**src/rtl/camera_capture.sv**
```systemverilog
// Camera byte-stream capture into RGB332 frame-buffer writes.
// Camera inputs are synchronized to CLK; PCLK rising edges are detected in the CLK domain.
module camera_capture #(
    parameter int IMG_WIDTH   = 176,
    parameter int IMG_HEIGHT  = 144,
    parameter int ADDR_W      = 15,
    parameter int SYNC_STAGES = 2
) (
    input  logic              CLK,
    input  logic              RESET,
    input  logic              ENABLE,
    input  logic              SINGLE_SHOT,
    input  logic              FORMAT,
    input  logic [7:0]        CAM_DATA,
    input  logic              CAM_PCLK,
    input  logic              CAM_HREF,
    input  logic              CAM_VSYNC,
    output logic [7:0]        PIXEL_OUT,
    output logic [ADDR_W-1:0] W_ADDR,
    output logic              W_EN,
    output logic              FRAME_DONE,
    output logic              OVERFLOW,
    output logic              BUSY
);

    localparam int COL_W = $clog2(IMG_WIDTH + 1);
    localparam int ROW_W = $clog2(IMG_HEIGHT + 1);
    localparam logic [COL_W-1:0]  COL_LIM = COL_W'(IMG_WIDTH);
    localparam logic [ROW_W-1:0]  ROW_LIM = ROW_W'(IMG_HEIGHT);
    localparam logic [ADDR_W-1:0] LINE_STEP = ADDR_W'(IMG_WIDTH);

    typedef enum logic [1:0] {
        S_IDLE,
        S_WAIT_VS,
        S_FRAME
    } state_t;

    // One shared chain keeps VSYNC, HREF, PCLK and DATA cycle-aligned.
    logic [SYNC_STAGES-1:0][10:0] r_sync;
    logic [10:0]        w_cam;
    logic               w_vs;
    logic               w_href;
    logic               w_pclk;
    logic [7:0]         w_data;
    logic               w_sample;
    logic [7:0]         w_pix;
    logic [ADDR_W-1:0]  w_addr;
    logic               w_in_win;

    state_t             r_state;
    logic               r_pclk_d;
    logic               r_vs_prev;
    logic               r_href_prev;
    logic               r_fmt;
    logic               r_single;
    logic               r_hold;
    logic               r_phase;
    logic [7:0]         r_byte0;
    logic [COL_W-1:0]   r_col;
    logic [ROW_W-1:0]   r_row;
    logic [ADDR_W-1:0]  r_line_base;

    assign w_cam    = {CAM_VSYNC, CAM_HREF, CAM_PCLK, CAM_DATA};
    assign w_vs     = r_sync[SYNC_STAGES-1][10];
    assign w_href   = r_sync[SYNC_STAGES-1][9];
    assign w_pclk   = r_sync[SYNC_STAGES-1][8];
    assign w_data   = r_sync[SYNC_STAGES-1][7:0];
    assign w_sample = w_pclk & ~r_pclk_d;
    assign w_addr   = r_line_base + ADDR_W'(r_col);
    assign w_in_win = (r_col < COL_LIM) && (r_row < ROW_LIM);
    assign w_pix    = r_fmt ? {r_byte0[3:1], w_data[7:5], w_data[3:2]}
                            : {r_byte0[7:5], r_byte0[2:0], w_data[4:3]};
    assign BUSY     = (r_state != S_IDLE);

    always_ff @(posedge CLK or posedge RESET) begin
        if (RESET) begin
            r_sync <= '0;
        end else begin
            r_sync <= {r_sync[SYNC_STAGES-2:0], w_cam};
        end
    end

    always_ff @(posedge CLK or posedge RESET) begin
        if (RESET) begin
            r_state     <= S_IDLE;
            r_pclk_d    <= 1'b0;
            r_vs_prev   <= 1'b0;
            r_href_prev <= 1'b0;
            r_fmt       <= 1'b0;
            r_single    <= 1'b0;
            r_hold      <= 1'b0;
            r_phase     <= 1'b0;
            r_byte0     <= '0;
            r_col       <= '0;
            r_row       <= '0;
            r_line_base <= '0;
            PIXEL_OUT   <= '0;
            W_ADDR      <= '0;
            W_EN        <= 1'b0;
            FRAME_DONE  <= 1'b0;
            OVERFLOW    <= 1'b0;
        end else begin
            r_pclk_d   <= w_pclk;
            W_EN       <= 1'b0;
            FRAME_DONE <= 1'b0;
            if (w_sample) begin
                r_vs_prev   <= w_vs;
                r_href_prev <= w_href;
            end
            // A single-shot disarm holds until ENABLE is dropped.
            if (!ENABLE) begin
                r_hold <= 1'b0;
            end
            unique case (r_state)
                S_IDLE: begin
                    if (ENABLE && !r_hold) begin
                        r_state  <= S_WAIT_VS;
                        r_fmt    <= FORMAT;
                        r_single <= SINGLE_SHOT;
                    end
                end
                S_WAIT_VS: begin
                    if (w_sample && r_vs_prev && !w_vs) begin
                        r_state     <= S_FRAME;
                        r_row       <= '0;
                        r_col       <= '0;
                        r_phase     <= 1'b0;
                        r_line_base <= '0;
                        OVERFLOW    <= 1'b0;
                    end
                end
                S_FRAME: begin
                    if (w_sample) begin
                        if (w_vs) begin
                            FRAME_DONE <= 1'b1;
                            r_phase    <= 1'b0;
                            if (r_single || !ENABLE) begin
                                r_state <= S_IDLE;
                                r_hold  <= r_single;
                            end else begin
                                r_state  <= S_WAIT_VS;
                                r_fmt    <= FORMAT;
                                r_single <= SINGLE_SHOT;
                            end
                        end else if (w_href) begin
                            if (!r_phase) begin
                                r_byte0 <= w_data;
                                r_phase <= 1'b1;
                            end else begin
                                r_phase <= 1'b0;
                                if (w_in_win) begin
                                    W_EN      <= 1'b1;
                                    PIXEL_OUT <= w_pix;
                                    W_ADDR    <= w_addr;
                                    r_col     <= r_col + 1'b1;
                                end else begin
                                    OVERFLOW <= 1'b1;
                                end
                            end
                        end else begin
                            r_phase <= 1'b0;
                            if (r_href_prev) begin
                                r_col <= '0;
                                if (r_col != '0 && r_row < ROW_LIM) begin
                                    r_row       <= r_row + 1'b1;
                                    r_line_base <= r_line_base + LINE_STEP;
                                end
                            end
                        end
                    end
                end
                default: r_state <= S_IDLE;
            endcase
        end
    end

endmodule

```
**config.mk**
```make
export PLATFORM = sky130hd
export DESIGN_NAME = camera_capture
export DESIGN_NICKNAME = d
export VERILOG_FILES = /design/src/rtl/camera_capture.sv
export SDC_FILE = /design/constraint.sdc
export NUM_CORES = 1
export LEC_CHECK = 0
export ABC_AREA = 1
export BUFFER_PORTS_ARGS = -buffer_cell sky130_fd_sc_hd__buf_2
export CAP_MARGIN = 20
export CORE_MARGIN = 2
export CORE_UTILIZATION = 64
export DETAILED_ROUTE_END_ITERATION = 10
export PLACE_DENSITY = 0.85
export SLEW_MARGIN = 0
export SYNTH_ARGS = -nofsm -noshare
export SYNTH_HDL_FRONTEND = slang
export SYNTH_SLANG_ARGS = --single-unit
```
**constraint.sdc**
```tcl
create_clock -name CLK -period 4.9 [get_ports CLK]
set_clock_uncertainty 0.1 [all_clocks]
set_input_delay 0.49 -clock CLK [delete_from_list [all_inputs] [get_ports CLK]]
set_output_delay 0.49 -clock CLK [all_outputs]
set_load 0.02 [all_outputs]
```
==> results.py <==
metrics = {
    "logic_synthesis": {
        "postSynthAreaPerCell_sq_um": 8.431,
        "ys_seq_area_frac": 0.5087,
        "synth_cells": 531,
        "synth-main-ff-cell": "dfrtp_1",
        "syn-cell-area_sq_um": 4477,
        "synthArstFlopShare": 1.000,
        "synth-edff-count": 0,
        "yosysUniqueCellTypes": 37,
        "yosys_register_bits": 91,
        "yosysWarningCount": 0,
    },
    "global_routing": {
        "grt_pass1_vias": 3356,
        "grt_pass1_wl_um": 14770,
        "antenna_found_initial": 0,
        "groute.usage.overall": 0.2459,
        "grt_overflow_total": 0,
        "grt_max_degree": 61,
    },
    "drt": {
        "vias": 3501,
        "wire_per_inst_um": 12.53,
        "drcViolationCount": 0,
        "avgViaCountPerCell": 5.202,
        "drtAntennaViolNets": 0,
        "initialDrtViolationCount": 239,
        "routed_wl_um": 8435,
        "firstDrtPassIters": 5,
    },
    "layout": {
        "area_growth_syn_to_layout_pct": 10.20,
        "drive_gt1_frac": 0.1750,
        "instances_no_fill": 673,
        "layout_commonest_cell": "nand2_1",
        "n_antenna_cell": 0,
        "layout_common_cells": "nand2_1 (167), dfrtp_1 (91), inv_1 (57)",
        "nets": 598,
        "nFillCells": 516,
        "utilization": 0.7262,
    },
    "clock_tree": {
        "cts_resized": 0,
        "clkTransAtPathRegs_ps": 90,
        "cts_max_path_buffers": 2,
        "cts_made_buffers": 9,
        "cts_setup_buffers": 0,
        "cts_tree": "done",
        "clock_latency_ps": 360,
        "cts_root_buf": "clkbuf_8",
        "ctsHoldBuffers": 0,
        "h-tree-depth": 3,
        "cts.sinks": 91,
    },
    "critical_path": {
        "worstPathArrival_ps": 2590,
        "cp-end-kind": "flip-flop",
        "path_class": "reg -> reg",
        "critPathSlowestCell": "nor3_2",
        "path_max_fanout": 33,
        "critPathRequiredTime_ps": 5040,
        "worst-path-buf-inv": 2,
        "critPathMaxStageDelay_ps": 620,
        "worstSetupStartpointType": "flip-flop",
        "cp_top_family": "simple AND/OR/NAND/NOR gates",
        "cp_cell_sequence": "inv_2, nand2_2, nor2_4, nand2_2, nor3_2, inv_2, nand2_1, o21ai_2",
    },
    "timing": {
        "hold_viol_final": 0,
        "slew_violations": 0,
        "setup-violations-final": 0,
        "period_share": 0.4987,
        "fin_crit_ps": 2444,
        "timing.fmax_mhz": 409.2,
        "rsz0062_at_grt": "false",
        "holdWs_ps": 25.08,
        "slew_headroom": 0.4982,
        "tns_ps": 0,
        "worstMarginPinSlew_ps": 748.6,
    },
    "floorplan": {
        "dieHeight_um": 87.64,
        "num_io_pins": 43,
        "initial_core_util": 0.6589,
        "coreArea_sq_um": 6794,
        "fp.dieArea_sq_um": 7680,
        "die_x_um": 87.64,
        "rows": 30,
    },
    "run": {
        "max_cap_violations": 0,
    },
    "pwr": {
        "power_density_nw_per_um2": 316.2,
        "power_frac_seq": 0.520,
        "fin_total_pwr_mw": 1.560,
        "p_int_mw": 1.081,
        "swShare": 0.3070,
        "power.share.combinational": 0.139,
        "p_sw_mw": 0.4789,
        "vdd_drop_max_v": 0.0001775,
        "p_clk_frac": 0.341,
        "leakage_nw": 2.506,
    },
    "placement": {
        "port-buffer-count": 42,
        "dp.cells": 656,
        "dp_hpwl_um": 5937,
        "gp_congestion": 0.9241,
    },
    "worst_hold_path": {
        "worstHoldPathType": "in -> async",
    },
    "outcome": {
        "run_status": "completed",
    },
}
## synthesized netlist by cell type (4+ instances only)
master / instances / area, sq um
o21ai_2: 22 / 192.7
o21ai_1: 15 / 75.07
dfrtp_1: 91 / 2277
nand2_1: 167 / 626.9
nand3_1: 36 / 180.2
inv_2: 6 / 22.52
nand2_2: 4 / 25.02
inv_1: 58 / 217.7
ha_1: 10 / 125.1
xor2_1: 7 / 61.31
clkbuf_1: 4 / 15.01
nor2_1: 37 / 138.9
o21ai_0: 25 / 125.1
nand4_1: 7 / 43.79
buf_6: 6 / 67.56
## metrics by stage
step | area [sq um] | setup WS [ps]
after floorplan | 4481 | 1946
after global placement | 4708 | 2538
after detailed placement | 4708 | 2448
after CTS | 4913 | 2431
after global routing | 4933 | 2210
final | 4933 | 2456
## power by group through the flow
stage                     sequential (mW)  clock [mW]  combinational [mW]
after CTS                           0.811       0.543               0.218
after detailed placement            0.825           0               0.216
after global placement              0.822           0               0.211
final                               0.812       0.531               0.217
after global routing                0.817       0.576               0.246
after floorplan                     0.806           0               0.208
## path summary, 6_finish.rpt
path                        startpoint           end  slack, ps  cells after the start
max in group asynchronous        RESET     W_ADDR[7]       3900                      3
min in group CLK           CAM_DATA[4]     r_sync[4]        120                      1
max reg2reg                 r_state[0]  PIXEL_OUT[1]       2460                      8
min reg2reg                  r_sync[8]    r_sync[19]        250                      0
min                              RESET     r_sync[8]         30                      2
max                         r_state[0]  PIXEL_OUT[1]       2460                      8
## sequential cells by signal, summed over array words and instances (netlist names), 2 cells and up
| name | cells |
|---|---|
| PIXEL_OUT | 8 |
| W_ADDR | 15 |
| r_byte0 | 7 |
| r_col | 8 |
| r_line_base | 11 |
| r_row | 8 |
| r_state | 2 |
| r_sync | 22 |
## area by class of cell
class	count	area, sq um	share of cell area
inverters	64	241.5	0.04895
clock buffers	9	123.9	0.02511
well taps	96	120.1	0.02435
flip-flops and latches	91	2277	0.4616
repair buffers	44	237.7	0.04819
multi-input cells	362	1852	0.3753
clock inverters	7	81.33	0.01648
## layer usage
metal | vias to the layer above | part of all wire | GRT usage
li1 | 1757 | - | -
met1 | 1626 | 0.46 | 0.3344
met2 | 102 | 0.47 | 0.3871
met3 | 16 | 0.046 | 0.04241
met4 | 0 | 0.016 | 0.1147
met5 | - | 0 | 0
## cells by family after synthesis
logic type / share of synthesized area
XOR/XNOR: 0.01957
flip-flops: 0.5087
AO/OA/AOI/OAI: 0.1003
other: 0.0008377
adder cells (fa/ha/maj): 0.02795
buffers and inverters: 0.07853
AND/OR/NAND/NOR: 0.2574
multiplexers: 0.006708
Note: power is estimated with default switching activity, not from simulation.
